File: src/rtl/gpio_pkg.sv
// Shared register map, window geometry and write-mask helper for the GPIO bank.
package gpio_pkg;

  localparam int          GPIO_DATA_W    = 32;
  localparam int          GPIO_DEF_WIDTH = 4;
  localparam logic [31:0] GPIO_WIN_SIZE  = 32'h0000_0040;

  // Word index within the window, i.e. bus_addr[5:2].
  typedef enum logic [3:0] {
    GPIO_OUT  = 4'h0,
    GPIO_SET  = 4'h1,
    GPIO_CLR  = 4'h2,
    GPIO_TGL  = 4'h3,
    GPIO_DIR  = 4'h4,
    GPIO_IN   = 4'h5,
    GPIO_IEN  = 4'h6,
    GPIO_STAT = 4'h7,
    GPIO_EDGE = 4'h8
  } gpio_reg_e;

  function automatic logic [GPIO_DATA_W-1:0] gpio_byte_mask(input logic [3:0] wen);
    gpio_byte_mask = {{8{wen[3]}}, {8{wen[2]}}, {8{wen[1]}}, {8{wen[0]}}};
  endfunction

endpackage

File: src/rtl/gpio_bank_if.sv
// CPU data-bus port of the GPIO bank: address, write data, byte enables and the read return.
interface gpio_bank_if;

  logic [31:0] bus_addr;
  logic [31:0] bus_wdata;
  logic [3:0]  bus_wen;
  logic [31:0] bus_rdata;
  logic        bus_sel;

  modport master (
    output bus_addr,
    output bus_wdata,
    output bus_wen,
    input  bus_rdata,
    input  bus_sel
  );

  modport slave (
    input  bus_addr,
    input  bus_wdata,
    input  bus_wen,
    output bus_rdata,
    output bus_sel
  );

endinterface

File: src/rtl/gpio_sync.sv
// Multi-stage flop synchroniser for the asynchronous pad inputs.
module gpio_sync #(
  parameter int WIDTH  = 4,
  parameter int STAGES = 2
) (
  input  logic             clk,
  input  logic             rst_n,
  input  logic [WIDTH-1:0] i_d,
  output logic [WIDTH-1:0] o_q
);

  logic [WIDTH-1:0] r_chain [STAGES];

  // Shift pad values down the chain once per clock.
  always_ff @(posedge clk or negedge rst_n) begin
    if (!rst_n) begin
      for (int i = 0; i < STAGES; i++) begin
        r_chain[i] <= '0;
      end
    end else begin
      r_chain[0] <= i_d;
      for (int i = 1; i < STAGES; i++) begin
        r_chain[i] <= r_chain[i-1];
      end
    end
  end

  assign o_q = r_chain[STAGES-1];

endmodule

File: src/rtl/gpio_bank.sv
// Memory-mapped GPIO bank: OUT/DIR registers with atomic set/clear/toggle,
// synchronised inputs and per-bit edge-capture interrupts.
module gpio_bank
  import gpio_pkg::*;
#(
  parameter int               WIDTH       = GPIO_DEF_WIDTH,
  parameter logic [31:0]      BASE        = 32'h2000_0000,
  parameter int               SYNC_STAGES = 2,
  parameter logic [WIDTH-1:0] RESET_OUT   = '0
) (
  input  logic             clk,
  input  logic             rst_n,
  gpio_bank_if.slave       bus,
  input  logic [WIDTH-1:0] gpio_in,
  output logic [WIDTH-1:0] gpio_out,
  output logic [WIDTH-1:0] gpio_oe,
  output logic             irq
);

  localparam int                WARM_W    = $clog2(SYNC_STAGES + 2);
  localparam logic [WARM_W-1:0] WARM_INIT = WARM_W'(SYNC_STAGES + 1);

  logic [WIDTH-1:0]  r_out;
  logic [WIDTH-1:0]  r_dir;
  logic [WIDTH-1:0]  r_ien;
  logic [WIDTH-1:0]  r_stat;
  logic [WIDTH-1:0]  r_edge;
  logic [WIDTH-1:0]  r_prev;
  logic [WARM_W-1:0] r_warm;
  logic              r_irq;

  logic             w_sel;
  logic             w_we;
  gpio_reg_e        w_reg;
  logic [31:0]      w_bmask;
  logic [WIDTH-1:0] w_mask;
  logic [WIDTH-1:0] w_wd;
  logic [WIDTH-1:0] w_sync;
  logic [WIDTH-1:0] w_rise;
  logic [WIDTH-1:0] w_fall;
  logic [WIDTH-1:0] w_cap;
  logic [WIDTH-1:0] w_w1c;
  logic [WIDTH-1:0] w_out_nxt;
  logic [WIDTH-1:0] w_dir_nxt;
  logic [WIDTH-1:0] w_ien_nxt;
  logic [WIDTH-1:0] w_edge_nxt;
  logic [WIDTH-1:0] w_stat_nxt;
  logic [31:0]      w_rdata;
  logic             w_unused;

  gpio_sync #(
    .WIDTH  (WIDTH),
    .STAGES (SYNC_STAGES)
  ) u_sync (
    .clk   (clk),
    .rst_n (rst_n),
    .i_d   (gpio_in),
    .o_q   (w_sync)
  );

  // BASE is 64-byte aligned, so the window match is a compare of the upper address bits.
  assign w_sel   = (bus.bus_addr[31:6] == BASE[31:6]);
  assign w_we    = w_sel & (|bus.bus_wen);
  assign w_reg   = gpio_reg_e'(bus.bus_addr[5:2]);
  assign w_bmask = gpio_byte_mask(bus.bus_wen);
  assign w_mask  = w_bmask[WIDTH-1:0];
  assign w_wd    = bus.bus_wdata[WIDTH-1:0] & w_mask;

  assign w_rise = w_sync & ~r_prev;
  assign w_fall = ~w_sync & r_prev;
  assign w_cap  = (r_warm == '0) ? ((r_edge & w_rise) | (~r_edge & w_fall)) : '0;

  // Register next-state from the bus write; a fresh capture overrides a W1C on the same bit.
  always_comb begin
    w_out_nxt  = r_out;
    w_dir_nxt  = r_dir;
    w_ien_nxt  = r_ien;
    w_edge_nxt = r_edge;
    w_w1c      = '0;
    if (w_we) begin
      case (w_reg)
        GPIO_OUT:  w_out_nxt  = (r_out & ~w_mask) | w_wd;
        GPIO_SET:  w_out_nxt  = r_out | w_wd;
        GPIO_CLR:  w_out_nxt  = r_out & ~w_wd;
        GPIO_TGL:  w_out_nxt  = r_out ^ w_wd;
        GPIO_DIR:  w_dir_nxt  = (r_dir & ~w_mask) | w_wd;
        GPIO_IEN:  w_ien_nxt  = (r_ien & ~w_mask) | w_wd;
        GPIO_STAT: w_w1c      = w_wd;
        GPIO_EDGE: w_edge_nxt = (r_edge & ~w_mask) | w_wd;
        default:   w_w1c      = '0;
      endcase
    end else begin
      w_w1c = '0;
    end
    w_stat_nxt = (r_stat & ~w_w1c) | w_cap;
  end

  // State update; irq is registered from the same next values so it moves with STAT/IRQ_EN.
  always_ff @(posedge clk or negedge rst_n) begin
    if (!rst_n) begin
      r_out  <= RESET_OUT;
      r_dir  <= '0;
      r_ien  <= '0;
      r_stat <= '0;
      r_edge <= '0;
      r_prev <= '0;
      r_warm <= WARM_INIT;
      r_irq  <= 1'b0;
    end else begin
      r_out  <= w_out_nxt;
      r_dir  <= w_dir_nxt;
      r_ien  <= w_ien_nxt;
      r_stat <= w_stat_nxt;
      r_edge <= w_edge_nxt;
      r_prev <= w_sync;
      r_irq  <= |(w_stat_nxt & w_ien_nxt);
      if (r_warm != '0) begin
        r_warm <= r_warm - WARM_W'(1);
      end else begin
        r_warm <= r_warm;
      end
    end
  end

  // Combinational read return, zero outside the window and for reserved words.
  always_comb begin
    w_rdata = 32'h0000_0000;
    if (w_sel) begin
      case (w_reg)
        GPIO_OUT, GPIO_SET, GPIO_CLR, GPIO_TGL: w_rdata = 32'(r_out);
        GPIO_DIR:  w_rdata = 32'(r_dir);
        GPIO_IN:   w_rdata = 32'(w_sync);
        GPIO_IEN:  w_rdata = 32'(r_ien);
        GPIO_STAT: w_rdata = 32'(r_stat);
        GPIO_EDGE: w_rdata = 32'(r_edge);
        default:   w_rdata = 32'h0000_0000;
      endcase
    end else begin
      w_rdata = 32'h0000_0000;
    end
  end

  assign bus.bus_rdata = w_rdata;
  assign bus.bus_sel   = w_sel;
  assign gpio_out      = r_out;
  assign gpio_oe       = r_dir;
  assign irq           = r_irq;

  // Byte-lane and sub-word address bits that narrow configurations never look at.
  assign w_unused = ^{bus.bus_addr[1:0], bus.bus_wdata, w_bmask};

endmodule

File: src/flat_wrapper.sv
// flat-port wrapper written by rule: the top's interface ports become plain ports
module gpio_bank_flat import gpio_pkg::*;
#(
  parameter int               WIDTH       = GPIO_DEF_WIDTH,
  parameter logic [31:0]      BASE        = 32'h2000_0000,
  parameter int               SYNC_STAGES = 2,
  parameter logic [WIDTH-1:0] RESET_OUT   = '0
)
  (clk, rst_n, gpio_in, gpio_out, gpio_oe, irq, bus_bus_addr, bus_bus_wdata, bus_bus_wen, bus_bus_rdata, bus_bus_sel);
  gpio_bank_if bus_i ();
  input  logic clk;
  input  logic rst_n;
  input  logic [WIDTH-1:0] gpio_in;
  output logic [WIDTH-1:0] gpio_out;
  output logic [WIDTH-1:0] gpio_oe;
  output logic irq;
  input wire logic [$bits(bus_i.bus_addr)-1:0] bus_bus_addr;
  input wire logic [$bits(bus_i.bus_wdata)-1:0] bus_bus_wdata;
  input wire logic [$bits(bus_i.bus_wen)-1:0] bus_bus_wen;
  output wire logic [$bits(bus_i.bus_rdata)-1:0] bus_bus_rdata;
  output wire logic [$bits(bus_i.bus_sel)-1:0] bus_bus_sel;
  assign bus_i.bus_addr = bus_bus_addr;
  assign bus_i.bus_wdata = bus_bus_wdata;
  assign bus_i.bus_wen = bus_bus_wen;
  assign bus_bus_rdata = bus_i.bus_rdata;
  assign bus_bus_sel = bus_i.bus_sel;
  gpio_bank #(.WIDTH(WIDTH), .BASE(BASE), .SYNC_STAGES(SYNC_STAGES), .RESET_OUT(RESET_OUT)) u_core (.clk(clk), .rst_n(rst_n), .bus(bus_i), .gpio_in(gpio_in), .gpio_out(gpio_out), .gpio_oe(gpio_oe), .irq(irq));
endmodule
File: config.mk
export PLATFORM = sky130hd
export DESIGN_NAME = gpio_bank_flat
export DESIGN_NICKNAME = d
export VERILOG_FILES = /design/src/rtl/gpio_pkg.sv /design/src/rtl/gpio_bank_if.sv /design/src/rtl/gpio_sync.sv /design/src/rtl/gpio_bank.sv /design/src/flat_wrapper.sv
export SDC_FILE = /design/constraint.sdc
export NUM_CORES = 1
export LEC_CHECK = 0
export ABC_AREA = 1
export ABC_CLOCK_PERIOD_IN_PS = 1700
export BUFFER_PORTS_ARGS = -buffer_cell sky130_fd_sc_hd__buf_2
export CAP_MARGIN = 25
export CORE_ASPECT_RATIO = 0.6
export CORE_MARGIN = 10
export CORE_UTILIZATION = 47
export DETAILED_ROUTE_END_ITERATION = 8
export HOLD_SLACK_MARGIN = 0.15
export PLACE_DENSITY_LB_ADDON = 0.08
export RECOVER_POWER = 25
export SLEW_MARGIN = 20
export SYNTH_ARGS = -nofsm -noshare
export SYNTH_HDL_FRONTEND = slang
export SYNTH_HIERARCHICAL = 1
export SYNTH_SLANG_ARGS = --single-unit
File: constraint.sdc
create_clock -name clk -period 1.7 [get_ports clk]
set_input_delay 0.17 -clock clk [delete_from_list [all_inputs] [get_ports clk]]
set_output_delay 0.17 -clock clk [all_outputs]
set_load 0.01 [all_outputs]
# ---- Yosys cells after proc, flatten, opt, wreduce, memory -nomap -nowiden
# Index checks and enable logic that the tools add are counted.
dict set report classes {
  muxes 8
  n_addsub 1
  n_bitwise 27
  n_reduce_logical 10
  n_eq_ne 9
}
# op n
set op_table {}
lappend op_table {{bitwise AND 4 bit} 12}
lappend op_table {{bitwise OR 4 bit} 7}
lappend op_table {{== test 26 x 24 -> 1 bit, second input constant} 1}
lappend op_table {{2-to-1 mux 4 bit} 6}
lappend op_table {{inverter 4 bit} 6}
lappend op_table {{one-hot mux 4 bit (6 select lines)} 1}
lappend op_table {{== test 4 x 3 -> 1 bit, second input constant} 4}
lappend op_table {{one-hot mux 4 bit (4 select lines)} 1}
lappend op_table {{OR reduction 4 bit} 3}
lappend op_table {{== test 4 x 2 -> 1 bit, second input constant} 2}
lappend op_table {{AND reduction 2 bit} 3}
lappend op_table {{== test 4 x 1 -> 1 bit, second input constant} 1}
lappend op_table {{== test 4 bit, second input constant} 1}
lappend op_table {{logical NOT 4 bit} 1}
lappend op_table {{nonzero test 4 bit} 1}
lappend op_table {{bitwise XOR 4 bit} 1}
lappend op_table {{logical NOT 2 bit} 1}
lappend op_table {{nonzero test 2 bit} 1}
lappend op_table {{subtractor 2 x 1 -> 2 bit, second input constant} 1}
lappend op_table {{bitwise AND 1 bit} 1}
dict set report totals {
  input_bits 74
  output_inout_bits 42
  regBits 35
  wordCells 65
}

# ---- Logic depth before layout (Yosys ltp)
dict set report depth {
  depth_word 8
  depth_mapped 13
  ltp_nobuf 13
}

# ---- By module
# Netlist, hierarchy kept.
# module area_each_um2 seq_area_each_um2 instances cells_each
set modules_own_cells {}
lappend modules_own_cells {gpio_bank 2178.3 678.2 1 322}
lappend modules_own_cells {gpio_sync 230.2 200.2 1 12}

# ---- Least setup slack after synthesis
# Ideal clock, no wire load.
dict set report synth_timing {
  path_kind {flip-flop to flip-flop}
  start {reg u_core.r_warm[0]}
  end {reg u_core.r_irq, in the netlist u_core/irq}
  path_buffers 1
  arrival_ns 1.210
  path_slack_ns 0.374
  path_stages_with_launch 10
  required_ns 1.584
  synth_period_minus_slack_ns 1.326
  setup_time_ns 0.116
  cell_sequence {dfstp_2 > inv_1 > ha_1 > clkbuf_1 > nand3b_1 > nand2_2 > nand2_2 > nand2_1 > inv_1 > nand2_1}
}
dict set report synth_via {
  elab_chain_len 5
}
# element line
set synth_rtl {}
lappend synth_rtl {{start: declaration} gpio_bank.sv:29} ;# logic [WARM_W-1:0] r_warm;
lappend synth_rtl {{start signal: assignment} gpio_bank.sv:118} ;# r_warm <= r_warm - WARM_W'(1);
lappend synth_rtl {{start signal: assignment} gpio_bank.sv:120} ;# r_warm <= r_warm;
lappend synth_rtl {{logical NOT 2 bit} gpio_bank.sv:71} ;# assign w_cap = (r_warm == '0) ? ((r_edge & w_rise) | (~r_edge & w_fall)) : '0;
lappend synth_rtl {{2-to-1 mux 4 bit} gpio_bank.sv:71}
lappend synth_rtl {{bitwise OR 4 bit} gpio_bank.sv:95} ;# w_stat_nxt = (r_stat & ~w_w1c) | w_cap;
lappend synth_rtl {{named net u_core.w_stat_nxt[3]} gpio_bank.sv:47} ;# logic [WIDTH-1:0] w_stat_nxt;
lappend synth_rtl {{bitwise AND 4 bit} gpio_bank.sv:116} ;# r_irq <= |(w_stat_nxt & w_ien_nxt);
lappend synth_rtl {{OR reduction 4 bit} gpio_bank.sv:116}
lappend synth_rtl {{end signal: assignment} gpio_bank.sv:116}
lappend synth_rtl {{end: declaration} gpio_bank.sv:30} ;# logic r_irq;
# The timed path passes the listed nets, and every way through them passes these cells.
# A chain may end at the register's enable or synchronous reset.

# ---- Final worst setup path
dict set report layout_timing {
  start {reg u_core.r_out[2], in the netlist u_core/gpio_out[2]}
  end {out bus_bus_rdata[2]}
}
dict set report layout_via {
  elab_chain_len 2
}
# element line
set layout_rtl {}
lappend layout_rtl {{start: declaration} gpio_bank.sv:23} ;# logic [WIDTH-1:0] r_out;
lappend layout_rtl {{start signal: assignment} gpio_bank.sv:110} ;# r_out <= w_out_nxt;
lappend layout_rtl {{one-hot mux 4 bit (6 select lines)} gpio_bank.sv:129} ;# case (w_reg)
lappend layout_rtl {{2-to-1 mux 4 bit} gpio_bank.sv:128} ;# if (w_sel) begin
lappend layout_rtl {{end: declaration} flat_wrapper.sv:20} ;# output wire logic [$bits(bus_i.bus_rdata)-1:0] bus_bus_rdata;
# No other way between the ends.

==> impl_metrics.tcl <==
set metrics [dict create \
    syn_to_final_growth_pct 17.1 \
    seq_area_um2 878 \
    cp_cell_sequence "inv_1 -> o21ai_0 -> nor3_1 -> nor2_1 -> buf_2" \
    routedWlPerCell_um 13.4 \
    die_w_um 112 \
    synth_edf_count 0 \
    placed_cells 452 \
    instances_no_fill 466 \
    drtIter0Drc 99 \
    syn_area_mm2 0.00241 \
    power.density_mw_per_mm2 659 \
    grt_pass1_wl_um 10100 \
    path_buf_inv 2 \
    max_stage_delay_ps 400 \
    finalSetupViolCount 0 \
    dp_hpwl_um 5240 \
    worstMarginPinSlew_ps 967 \
    dieArea_mm2 0.00848 \
    hold_slack_ps 164 \
    yosysUniqueCellTypes 32 \
    synth-seq-cells 35 \
    drc_errors 0 \
    multi_input_area_mm2 0.00118 \
    hold_path.class "input pin to register" \
    synth_area_leaders "dfrtp_1 (34%), nand2_1 (12%), buf_4 (10%)" \
    coreArea_mm2 0.00500 \
    worst_setup_path_start_kind "register" \
    drv_cap 0 \
    ant_nets 0 \
    drive_above_1_share_pct 22.5 \
    yosysTopAreaCellShare_pct 34.3 \
    status "complete, no violations" \
    fin_crit_ps 1590 \
    vias 2167 \
    critical_path.top_delay_family "flip-flops" \
    rsz0062_at_grt "no" \
    worst_path_max_delay_cell "dfrtp_1" \
    worstSetupEndpointType "primary output" \
    tns_ps 0 \
    ios 116 \
    crit_fanout 4 \
    yosysTopAreaCell "dfrtp_1" \
    final_core_util_pct 56.4 \
    avgSynthCellArea_um2 7.21 \
    worstPathArrival_ps 1420 \
    n_fill_cell 508 \
    cts_buffer_depth 2 \
    critPathRequiredTime_ps 1530 \
    synth_cells 334 \
    fin_nets 478 \
    slew_headroom_pct 35.5 \
    diodes 0 \
    grt_pass1_vias 2106 \
    tritoncts "yes" \
    grt_max_degree 21 \
    clk_latency_ps 280 \
    rows 20 \
    fin_crit_sh_pct 93.5 \
    async_flop_share_pct 100 \
    slew_violations 0 \
    vias_per_cell 4.65 \
    first_pass_iters 4 \
    die_height_um 75.5 \
    ys_seq_area_share_pct 36.5 \
    routed_wl_um 6240 \
    synth_ff_type "dfrtp_1" \
    cts_sinks 35 \
    ir_drop_uv 376 \
    leakagePower_nw 1.49 \
    ys_warn_count 6 \
    cts_inserted_buffers 5 \
    overflow 0 \
    timing.fmax_mhz 629 \
    most-common-layout-cells "nand2_1 (77), buf_2 (56), inv_1 (49)" \
    hold_violations 0 \
    antenna_found_initial 0 \
    htree_levels 2 \
    final_common_cell "nand2_1" \
    root_buffer "clkbuf_8" \
    grtUsageTotal_pct 14.8 \
    start_util_pct 48.1 \
    clk_pin_slew_ps 70 \
    gp_congestion 0.871 \
    reg2reg_setup_slack_ps 290 \
    skew_ps 4.18 \
    crit_type "register to primary output" \
    port_buffers 57 \
]
area by class of cell:
class	count	share of cell area, %
Tap cell	66	2.93
Timing Repair Buffer	65	12.7
Inverter	52	7.14
Sequential cell	35	31.1
Clock inverter	2	1.24
Multi-Input combinational cell	240	41.9
Clock buffer	6	2.93
what timing repair did:
item | in CTS | in global routing
hold buffers | 6 | 0
resized for setup | 0 | 2
setup buffers | 0 | 0
endpoints found under the hold margin | 24 | 0
endpoints found under the setup margin | 0 | 2
metal layers:
metal / part of all wire (%) / vias to the layer above / global-route usage, %
li1: - / 1122 / -
met1: 49 / 977 / 20.4
met2: 44 / 66 / 22.4
met3: 6.8 / 2 / 4.48
met4: 0.22 / 0 / 2.94
met5: 0 / - / 0
through the flow:
stage / area, um^2 / setup slack, ps / power, mW
floorplan: 2510 / 374 / 1.04
detailed placement: 2640 / 101 / 1.08
global route: 2820 / 13.3 / 1.95
global placement: 2640 / 113 / 1.08
CTS: 2820 / 93.2 / 1.88
finish: 2820 / 111 / 1.86
cells by family after synthesis:
logic type	count (synthesis)	synth area share, %
adders and majority gates	5	2.60
AOI/OAI and AO/OA	51	11.6
other	1	0.156
DFF	35	36.5
buffers and inverters	86	18.8
xor gates and xnor gates	1	0.364
and+or+nand+nor	155	30.0
synthesized netlist by cell type (2+ instances only):
master / number
ha_1: 5
nand3_1: 18
nand3_4: 2
nand2_4: 2
or2_1: 2
buf_4: 33
o22ai_1: 7
o21ai_1: 12
nor2_4: 2
nor2_1: 36
nand2_2: 6
nand2_1: 77
dfstp_2: 2
dfrtp_1: 33
inv_1: 49
nor2_2: 3
o21ai_0: 24
a21oi_1: 4
nor3_1: 4
report_power, final:
group | leakage, nW | switching [mW] | internal (mW) | total [mW]
clock network | 0.0612 | 0.302 | 0.474 | 0.777
logic | 1.00 | 0.151 | 0.0796 | 0.230
registers | 0.423 | 0.00584 | 0.847 | 0.853
worst register-to-register path: cells and delay by family, from the launching register on:
kind | cells | cell delay [ps]
fa+ha+maj | 1 | 290
flops | 1 | 540
buf+inv | 2 | 100
simple gates | 5 | 400
path summary, 6_finish.rpt:
path / startpoint / end / cells past startpoint
hold / removal: bus_bus_wdata[3] / register / 3
setup reg to reg: u_core/r_warm[0] / u_core/irq / 8
min in group asynchronous: rst_n / u_core/r_ien[3] / 2
hold reg to reg: u_core/u_sync/r_chain[4] / u_core/u_sync/o_q[0] / 0
max in group asynchronous: rst_n / u_core/u_sync/r_chain[7] / 3
setup / recovery: u_core/gpio_out[2] / bus_bus_rdata[2] / 5
(Power assumes the default switching activity.)
